`src/rtl/uart_pkg.sv`:
```
`default_nettype none
// ============================================================================
// Module      : uart_pkg
// Description : Shared states and framing constants for the UART receive path.
// Revision    : 1.0 - initial release
// ============================================================================
package uart_pkg;

   typedef enum logic [2:0] {
      IDLE  = 3'd0,
      START = 3'd1,
      DATA  = 3'd2,
      STOP  = 3'd3,
      BREAK = 3'd4
   } rx_state_t;

   localparam int OVERSAMPLE = 16;
   localparam int DATA_BITS  = 8;
   localparam int MID_SAMPLE = 7;

endpackage
`default_nettype wire

```
`src/rtl/uart_baud_tick.sv`:
```
`default_nettype none
// ============================================================================
// Module      : uart_baud_tick
// Description : 16x oversample tick generator, held at zero while disabled.
// Revision    : 1.0 - initial release
// ============================================================================
module uart_baud_tick #(
   parameter int CLK_DIV = 27
) (
   input  logic CLK,
   input  logic RST,
   input  logic EN,
   output logic TICK
);

   localparam logic [15:0] c_LAST = 16'(CLK_DIV - 1);

   logic [15:0] cnt_q;
   logic [15:0] cnt_d;

   // Holding the count at zero while disabled phase-aligns ticks to enable.
   always_comb begin
      cnt_d = cnt_q;
      if (!EN) begin
         cnt_d = 16'd0;
      end else if (cnt_q == c_LAST) begin
         cnt_d = 16'd0;
      end else begin
         cnt_d = cnt_q + 16'd1;
      end
   end

   always_ff @(posedge CLK or posedge RST) begin
      if (RST) begin
         cnt_q <= 16'd0;
      end else begin
         cnt_q <= cnt_d;
      end
   end

   assign TICK = EN && (cnt_q == c_LAST);

endmodule
`default_nettype wire

```
`src/rtl/uart_receiver.sv`:
```
`default_nettype none
// ============================================================================
// Module      : uart_receiver
// Description : 8N1 UART receiver, 16x oversampled, writes bytes into a FIFO.
// Revision    : 1.0 - initial release
// ============================================================================
module uart_receiver
   import uart_pkg::*;
#(
   parameter int CLK_DIV = 27
) (
   input  logic       CLK,
   input  logic       RST,
   input  logic       UART_RX,
   input  logic       FIFO_FULL,
   output logic       FIFO_WE,
   output logic [7:0] FIFO_Data,
   output logic       FRAME_ERR,
   output logic       OVERRUN,
   output logic       BUSY
);

   localparam logic [3:0] c_MID_SMP  = 4'(MID_SAMPLE);
   localparam logic [3:0] c_LAST_SMP = 4'(OVERSAMPLE - 1);
   localparam logic [2:0] c_LAST_BIT = 3'(DATA_BITS - 1);

   logic                 sync1_q;
   logic                 sync2_q;
   logic                 hist_q;
   logic                 w_rx;
   logic                 w_fall;
   logic                 w_tick;
   logic                 w_tick_en;

   rx_state_t            state_q, state_d;
   logic [3:0]           sample_q, sample_d;
   logic [2:0]           bit_q, bit_d;
   logic [DATA_BITS-1:0] shift_q, shift_d;
   logic [7:0]           data_q, data_d;
   logic                 we_q, we_d;
   logic                 ferr_q, ferr_d;
   logic                 ovr_q, ovr_d;

   // Idle-high line: reset the synchronizer to 1 so reset release is not an edge.
   always_ff @(posedge CLK or posedge RST) begin
      if (RST) begin
         sync1_q <= 1'b1;
         sync2_q <= 1'b1;
         hist_q  <= 1'b1;
      end else begin
         sync1_q <= UART_RX;
         sync2_q <= sync1_q;
         hist_q  <= sync2_q;
      end
   end

   assign w_rx      = sync2_q;
   assign w_fall    = hist_q && !sync2_q;
   assign w_tick_en = (state_q != IDLE);

   uart_baud_tick #(
      .CLK_DIV (CLK_DIV)
   ) u_baud_tick (
      .CLK  (CLK),
      .RST  (RST),
      .EN   (w_tick_en),
      .TICK (w_tick)
   );

   always_comb begin
      state_d  = state_q;
      sample_d = sample_q;
      bit_d    = bit_q;
      shift_d  = shift_q;
      data_d   = data_q;
      we_d     = 1'b0;
      ferr_d   = 1'b0;
      ovr_d    = 1'b0;

      case (state_q)
         IDLE: begin
            sample_d = 4'd0;
            bit_d    = 3'd0;
            if (w_fall) begin
               state_d = START;
            end
         end

         START: begin
            if (w_tick) begin
               if (sample_q == c_MID_SMP) begin
                  // Restart the count so data samples land a full bit later.
                  sample_d = 4'd0;
                  bit_d    = 3'd0;
                  state_d  = w_rx ? IDLE : DATA;
               end else begin
                  sample_d = sample_q + 4'd1;
               end
            end
         end

         DATA: begin
            if (w_tick) begin
               sample_d = sample_q + 4'd1;
               if (sample_q == c_LAST_SMP) begin
                  shift_d = {w_rx, shift_q[DATA_BITS-1:1]};
                  if (bit_q == c_LAST_BIT) begin
                     state_d = STOP;
                  end else begin
                     bit_d = bit_q + 3'd1;
                  end
               end
            end
         end

         STOP: begin
            if (w_tick) begin
               sample_d = sample_q + 4'd1;
               if (sample_q == c_LAST_SMP) begin
                  if (w_rx) begin
                     if (FIFO_FULL) begin
                        ovr_d = 1'b1;
                     end else begin
                        we_d   = 1'b1;
                        data_d = shift_q;
                     end
                     state_d = IDLE;
                  end else begin
                     ferr_d  = 1'b1;
                     state_d = BREAK;
                  end
               end
            end
         end

         BREAK: begin
            if (w_rx) begin
               state_d = IDLE;
            end
         end

         default: begin
            state_d = IDLE;
         end
      endcase
   end

   always_ff @(posedge CLK or posedge RST) begin
      if (RST) begin
         state_q  <= IDLE;
         sample_q <= 4'd0;
         bit_q    <= 3'd0;
         shift_q  <= '0;
         data_q   <= 8'h00;
         we_q     <= 1'b0;
         ferr_q   <= 1'b0;
         ovr_q    <= 1'b0;
      end else begin
         state_q  <= state_d;
         sample_q <= sample_d;
         bit_q    <= bit_d;
         shift_q  <= shift_d;
         data_q   <= data_d;
         we_q     <= we_d;
         ferr_q   <= ferr_d;
         ovr_q    <= ovr_d;
      end
   end

   assign FIFO_WE   = we_q;
   assign FIFO_Data = data_q;
   assign FRAME_ERR = ferr_q;
   assign OVERRUN   = ovr_q;
   assign BUSY      = (state_q != IDLE);

endmodule
`default_nettype wire

```
`config.mk`:
```
export PLATFORM = sky130hd
export DESIGN_NAME = uart_receiver
export DESIGN_NICKNAME = d
export VERILOG_FILES = /design/src/rtl/uart_pkg.sv /design/src/rtl/uart_baud_tick.sv /design/src/rtl/uart_receiver.sv
export SDC_FILE = /design/constraint.sdc
export NUM_CORES = 1
export LEC_CHECK = 0
export BUFFER_PORTS_ARGS = -buffer_cell sky130_fd_sc_hd__buf_2
export CAP_MARGIN = 10
export CORE_MARGIN = 1.5
export CORE_UTILIZATION = 55
export CTS_BUF_LIST = sky130_fd_sc_hd__clkbuf_2
export DETAILED_ROUTE_END_ITERATION = 7
export MAX_ROUTING_LAYER = met4
export PLACE_DENSITY = 0.85
export SLEW_MARGIN = 20
export SYNTH_ARGS = -nofsm -noshare
export SYNTH_HDL_FRONTEND = slang
export SYNTH_SLANG_ARGS = --single-unit
```
`constraint.sdc`:
```
create_clock -name CLK -period 2.8 [get_ports CLK]
set_input_delay 0.14 -clock CLK [delete_from_list [all_inputs] [get_ports CLK]]
set_output_delay 0.14 -clock CLK [all_outputs]
set_load 0.01 [all_outputs]
```
* After elaboration in Yosys (flattened, before gate mapping) *
Index checks and enable logic that the tools add are counted.

word-level totals
  register bits after elaboration = 48
  output and inout bits = 12
  logic and storage cells = 86

operators by class
  $add $sub $neg = 3
  equal/unequal tests = 19
  mux-type cells = 38
  bitwise gates (word level) = 1
  reductions and logical operators = 13

operators with widths
  kind                   count
  $mux 3                 15
  $mux 16                2
  $add 16x1->16 const B  1
  $eq 16x5->1 const B    1
  $pmux 3 s5             1
  $mux 1                 14
  $ne 2x2->1 const B     7
  $mux 4                 3
  $pmux 4 s3             1
  $pmux 3 s3             1
  $reduce_and 9->1       1
  $reduce_bool 3->1      3
  $ne 2x1->1 const B     4
  $eq 3x2->1 const B     2
  $eq 3x3->1 const B     2
  $reduce_and 3->1       2
  $reduce_and 6->1       1
  $reduce_and 5->1       1
  $add 4x1->4 const B    1
  $eq 4x3->1 const B     1
  $eq 4x4->1 const B     1
  $add 3x1->3 const B    1
  $eq 3x1->1 const B     1
  $logic_not 3->1        1
  5 further kinds        6

* Longest topological paths before layout *
Gate-level depths: netlist of the first run.

  depth after elaboration = 5
  gate-level depth with buffers = 8

* Modules after synthesis *
From an unflattened synthesis of the first run, not the netlist that was laid out.

unflattened totals
  cell total of the unflattened synthesis = 193
  area total of the unflattened synthesis = 2250.9 um^2

by module, submodules not included
  module          times used  cells each  area an instance (um^2)  seq. area each (um^2)
  uart_receiver   1           108         1420.1                   804.5
  uart_baud_tick  1           85          830.8                    400.4

* Worst setup path after synthesis of the first run *
Ideal clock, no wire load.

  path type = register to register
  start point = register u_baud_tick.cnt_q[0]
  end point = register data_q[0], in the netlist FIFO_Data[0]
  setup time = 125 ps
  arrival = 2187 ps
  setup slack = 488 ps
  cell stages (with the launch flop) = 9
  buffers on the path = 1
  clock period less this slack = 2312 ps
  cells stage by stage = dfrtp_1 -> inv_1 -> ha_1 -> nor3b_1 -> nand4_1 -> or3_1 -> or4_1 -> buf_6 -> mux2_4

between the ends
  cells in the longest elaborated chain, start to end = 3

RTL lines
  what                               RTL line              text
  start: declaration                 uart_baud_tick.sv:18  logic [15:0] cnt_q;
  start signal: assignment           uart_baud_tick.sv:37  cnt_q <= cnt_d;
  $eq 16x5->1                        uart_baud_tick.sv:41  assign TICK = EN && (cnt_q == c_LAST);
  $logic_and 1x1->1                  uart_baud_tick.sv:41
  $reduce_and 5->1 (no source line)  n/a
  end signal: assignment             uart_receiver.sv:163  data_q <= data_d;
  end: declaration                   uart_receiver.sv:39   logic [7:0] data_q, data_d;

No other way between the ends.
A chain may end at the register's enable or synchronous reset.

* Final worst setup path of the first run *
  start point = register u_baud_tick.cnt_q[7]
  end point = register data_q[7], in the netlist FIFO_Data[7]

The elaborated chain is that of the path after synthesis.

==> impl_metrics.json, run 1 <==
{
  "final_common_cell": "dfrtp_1",
  "crit_buf_inv": 0,
  "synth_flop_cell": "dfrtp_1",
  "outcome": "complete, no violations",
  "whs_ns": 0.328,
  "drv_slew": 0,
  "setup_viol": 0,
  "ys_warn_count": 0,
  "fin_crit_ns": 2.64,
  "antennaDiodeCount": 0,
  "path_max_fanout": 8,
  "setup_tns_ns": 0,
  "utilization_pct": 61.8,
  "antenna_found_initial": 0,
  "max_freq_mhz": 378,
  "dr.pass1.iters": 4,
  "cts-buffers-inserted": 5,
  "cpPeakStageDelay_ns": 0.74,
  "crit_slowest_cell": "or4_1",
  "ys_ff_latch": 48,
  "clkLatencyLatePin_ns": 0.44,
  "synthSimpleGateAreaFrac_pct": 18.3,
  "die_y_um": 67.0,
  "grt_first_pass_wirelength_um": 6800,
  "cts_resized": 0,
  "area_growth_pct": 8.71,
  "dpl.hpwl_um": 2890,
  "ant_nets": 0,
  "syn_inst": 206,
  "max-vdd-ir-drop_v": 0.000441,
  "r2r_cells": 5,
  "rsz0062_at_grt": "false",
  "cap_violations": 0,
  "grt_max_degree": 49,
  "worst-path-stages": 5,
  "drc": 0,
  "synth_xor_area_share_pct": 5.82,
  "place_congestion": 0.833,
  "die_area_um2": 4500,
  "vias_per_cell": 5.68,
  "required_ns": 3.15,
  "finalClockSkew_ns": 0.0317,
  "stdcell_count": 277,
  "synth_enable_flop_cells": 0,
  "cts_root_buffer": "clkbuf_2",
  "worst_pin_slew_ns": 0.783,
  "clockBufferDepth": 2,
  "post_drt_wl_per_cell_um": 14.8,
  "cts.clk_slew.worst_paths_ns": 0.25,
  "synth_compound_area_share_pct": 5.55,
  "post-place-cells": 266,
  "pre_cts_ws_ns": 0.173,
  "final_cell_mix": "45 x dfrtp_1, 28 x nor2_1, 16 x nand2_1",
  "synth_adder_area_share_pct": 2.77,
  "pwr_density_cell_nw_per_um2": 579,
  "cts_tree": "done",
  "critPathArrivalTime_ns": 2.99,
  "grt_pass1_vias": 1515,
  "cp-end-kind": "flip-flop",
  "drt-initial-drc-count": 157,
  "synth_cell_types": 37,
  "start_util_pct": 56.8,
  "crit_type": "reg -> reg",
  "fillers": 320,
  "min_path_type": "in -> async",
  "async_flop_share_pct": 100,
  "synthMuxAreaShare_pct": 11.1,
  "fin_nets": 235,
  "io-pin-count": 16,
  "min_period_over_period_pct": 94.4,
  "maxSlewHeadroom_pct": 47.7,
  "r2r_setup_slack_ns": 0.16,
  "htreeDepth": 2,
  "syn_avg_cell_area_um2": 11.0,
  "numPortBuffers": 15,
  "design.core.area_um2": 3970,
  "final_layout_size_suffix_gt1_share_pct": 21.1,
  "synth_top_family_by_area": "simple AND/OR/NAND/NOR gates",
  "hold_viol": 0,
  "cts_num_sinks": 48,
  "fp.dieW_um": 67.0,
  "wl_um": 4110,
  "p_leak_nw": 1.22,
  "fin_ws_ns": 0.156,
  "syn_nets": 215,
  "start_kind": "flip-flop",
  "vias": 1572,
  "crit_chain": "nor4bb_1, nand4_1, or3_1, or4_1, mux2_4",
  "syn_area_um2": 2260,
  "num_rows": 23,
  "yosysSeqAreaShare_pct": 53.4,
  "track_usage_pct": 20.9,
  "overflow": 0,
  "cp_top_family": "simple AND/OR/NAND/NOR gates"
}
## worst register-to-register path: stages (launching register included)
cell and delay [ns]:
dfrtp_1 0.50, nor4bb_1 0.33, nand4_1 0.20, or3_1 0.40
or4_1 0.74, mux2_4 0.39
## worst paths after layout
path / end / startpoint
worst max-delay path: FIFO_Data[7] / u_baud_tick.cnt_q[7]
worst min register to register: sync2_q / sync1_q
min in group CLK: sync1_q / UART_RX
worst max register to register: FIFO_Data[7] / u_baud_tick.cnt_q[7]
worst min-delay path: FIFO_Data[5] / RST
max in group asynchronous: u_baud_tick.cnt_q[12] / RST
## cells in the mapped netlist (all sizes together), types with 3 or more instances
library cell,instances,area (µm²)
dfstp,3,78.8
mux2i,3,30.0
nand2,16,60.1
nand3,8,40.0
nor4,4,25.0
xnor2,5,43.8
nor2,28,105
nor3b,3,22.5
ha,5,62.6
dfrtp,45,1130
o21ai,7,35.0
mux2,17,221
a21oi,4,20.0
o31ai,3,22.5
xor2,10,87.6
clkbuf,6,22.5
nand4,6,37.5
inv,8,30.0
## cells by family after synthesis
logic type,count (synthesis)
AND/OR/NAND/NOR,82
flip-flops,48
AO/OA/AOI/OAI,20
multiplexers,20
buffers and inverters,16
XOR/XNOR,15
adder cells (fa/ha/maj),5
## where the power goes
part           switching (mW)  total (mW)  internal, mW
clock network           0.225       0.286        0.0609
registers              0.0763       0.836         0.760
logic                   0.172       0.297         0.125
total                   0.473        1.42         0.946
## registers in the layout (all words and copies together), names as in the netlist
register           cells
sync2_q                1
shift_q                8
bit_q                  3
state_q                3
FRAME_ERR              1
FIFO_WE                1
sync1_q                1
u_baud_tick.cnt_q     16
sample_q               4
FIFO_Data              8
hist_q                 1
OVERRUN                1
## repair_timing
action	CTS	global route
hold buffers	3	0
endpoints found under the hold margin	48	0
buffers inserted	0	0
## metrics by stage
step | power, mW | cell area (µm²)
global route | 1.51 | 2450
floorplan | 1.07 | 2260
global placement | 1.13 | 2380
CTS | 1.44 | 2450
detailed placement | 1.14 | 2380
finish | 1.42 | 2450
## final cells by class
class / count / area, µm² / area share, %
sequential: 48 / 1200 / 49.1
multi-input combinational: 142 / 983 / 40.1
timing repair buffer: 21 / 128 / 5.20
tap: 50 / 62.6 / 2.55
inverter: 8 / 31.3 / 1.28
clock buffer: 5 / 25.0 / 1.02
clock inverter: 3 / 17.5 / 0.714
## layer usage
layer	share of wire, %	global-route usage [%]	vias to the layer above
li1	-	-	760
met1	45	25.1	778
met2	51	34.7	29
met3	3.2	5.57	5
met4	0.92	6.12	0
met5	0	-	-
No activity file was read; power rests on OpenSTA's default activity.
==> run 2: changes to the inputs <==
--- a/config.mk
+++ b/config.mk
@@ -5,7 +5,7 @@
 export SDC_FILE = /design/constraint.sdc
 export NUM_CORES = 1
 export LEC_CHECK = 0
-export BUFFER_PORTS_ARGS = -buffer_cell sky130_fd_sc_hd__buf_2
+export BUFFER_PORTS_ARGS = -buffer_cell sky130_fd_sc_hd__buf_4
 export CAP_MARGIN = 10
 export CORE_MARGIN = 1.5
 export CORE_UTILIZATION = 55
==> run 2 against run 1 <==
Against the previous run: largest cell class unchanged; non-clock buffer count decreased by 1; via count decreased by 1.7%; worst setup slack improved by 0.13 ns.
==> impl_metrics.json, run 2 (synthesis results as in run 1) <==
{
  "fin_area_um2": 2490,
  "dpl.hpwl_um": 2950,
  "pwr-share-comb_pct": 20.5,
  "cts.clk_slew.worst_paths_ns": 0.24,
  "area_growth_pct": 10.2,
  "cap_violations": 0,
  "min_path_type": "in -> async",
  "ant_nets": 0,
  "design.core.area_um2": 3970,
  "multi_input_area_um2": 987,
  "final_layout_size_suffix_gt1_share_pct": 21.2,
  "numPortBuffers": 15,
  "place_congestion": 0.794,
  "p_leak_nw": 1.22,
  "power_frac_clock_pct": 20.1,
  "clockBufferDepth": 2,
  "maxSlewHeadroom_pct": 46.8,
  "grt_pass1_vias": 1473,
  "grt_first_pass_wirelength_um": 6870,
  "finalClockSkew_ns": 0.0180,
  "cts_tree": "done",
  "post_drt_wl_per_cell_um": 15.1,
  "drv_slew": 0,
  "cts_num_sinks": 48,
  "max-vdd-ir-drop_v": 0.000450,
  "seq_area_um2": 1200,
  "internal-power_mw": 0.947,
  "num_rows": 23,
  "antenna_found_initial": 0,
  "vias": 1546,
  "stdcell_count": 276,
  "wl_um": 4170,
  "cts-buffers-inserted": 5,
  "p_switching_mw": 0.479,
  "worst_pin_slew_ns": 0.797,
  "post-place-cells": 265,
  "drc": 0,
  "start_util_pct": 56.8,
  "cp-end-kind": "flip-flop",
  "setup_viol": 0,
  "fp.dieW_um": 67.0,
  "start_kind": "flip-flop",
  "dr.pass1.iters": 4,
  "fin_nets": 234,
  "antennaDiodeCount": 0,
  "die_y_um": 67.0,
  "crit_type": "reg -> reg",
  "io-pin-count": 16,
  "min_period_over_period_pct": 89.8,
  "largest_reg_flops": 16,
  "fin_crit_ns": 2.51,
  "postCtsSetupRepairBufs": 0,
  "p_seq_share_pct": 59.5,
  "largest-register": "u_baud_tick.cnt_q",
  "grt_max_degree": 49,
  "overflow": 0,
  "final_common_cell": "dfrtp_1",
  "switching_share_pct": 33.6,
  "required_ns": 3.14,
  "path_max_fanout": 8,
  "clkLatencyLatePin_ns": 0.44,
  "drt-initial-drc-count": 121,
  "rsz0062_at_grt": "false",
  "max_freq_mhz": 398,
  "fillers": 332,
  "dpl_cell_area_um2": 2410,
  "hold_viol": 0,
  "setup_tns_ns": 0,
  "track_usage_pct": 21.4,
  "die_area_um2": 4500,
  "cts_root_buffer": "clkbuf_2",
  "critPathArrivalTime_ns": 2.86,
  "vias_per_cell": 5.60,
  "outcome": "complete, no violations",
  "pwr_density_cell_nw_per_um2": 574,
  "htreeDepth": 2,
  "final_cell_mix": "45 x dfrtp_1, 28 x nor2_1, 17 x buf_4"
}
## run 2: cell types whose count changed in the layout (fill, tap and decap cells not counted)
cell   before  now
or4_4       0    1
buf_2      15    0
or4_1       2    1
buf_4       3   17
## run 2: critical path, stage by stage, from the launching register on
cell	delay [ns]
dfrtp_1	0.47
inv_1	0.08
ha_1	0.15
nor3b_1	0.19
nand4_1	0.20
or3_1	0.41
or4_4	0.61
mux2_4	0.33
## run 2: what timing repair did
action | in CTS | in global routing
hold endpoints to repair | 48 | 0
gates resized for setup | 0 | 1
hold buffers | 3 | 0
endpoints found under the setup margin | 0 | 2
## run 2: final cells by class
type                            count  area share (%)
Multi-Input combinational cell    142            39.7
Clock inverter                      3           0.705
Sequential cell                    48            48.5
Timing Repair Buffer               20            6.34
Clock buffer                        5            1.01
Inverter                            8            1.26
Tap cell                           50            2.52
## run 2: path summary, 6_finish.rpt
check	from	endpoint	slack, ns	depth (start not counted)
worst min-delay path	RST	FIFO_Data[5]	0.34	3
worst min register to register	sync1_q	sync2_q	0.37	0
worst max-delay path	u_baud_tick.cnt_q[0]	FIFO_Data[6]	0.29	7
min in group CLK	UART_RX	sync1_q	0.36	2
worst max register to register	u_baud_tick.cnt_q[0]	FIFO_Data[6]	0.29	7
max in group asynchronous	RST	u_baud_tick.cnt_q[5]	1.97	3
## run 2: power by group through the flow
stage                     clock, mW  sequential [mW]  combinational, mW
final                         0.286            0.848              0.292
after global routing          0.322            0.862              0.332
after CTS                     0.293            0.847              0.293
after detailed placement          0            0.859              0.288
after global placement            0            0.854              0.269
after floorplan                   0            0.828              0.239
## run 2: layer usage
layer	GRT usage, %	up-vias	share of wire, %
met5	-	-	0
met4	7.65	0	0.91
met3	3.55	5	3.0
met2	34.4	25	50
met1	27.3	765	46
li1	-	751	-
## run 2: per-stage QoR
step / hold slack (ns) / total power [mW] / worst slack [ns] / utilization, %
after global placement: 0.249 / 1.12 / 0.231 / 60.6
after global routing: 0.324 / 1.52 / 0.188 / 62.6
final: 0.345 / 1.43 / 0.287 / 62.6
after floorplan: 0.144 / 1.07 / 0.488 / -
after detailed placement: 0.254 / 1.15 / 0.144 / 60.6
after CTS: 0.338 / 1.43 / 0.111 / 62.5
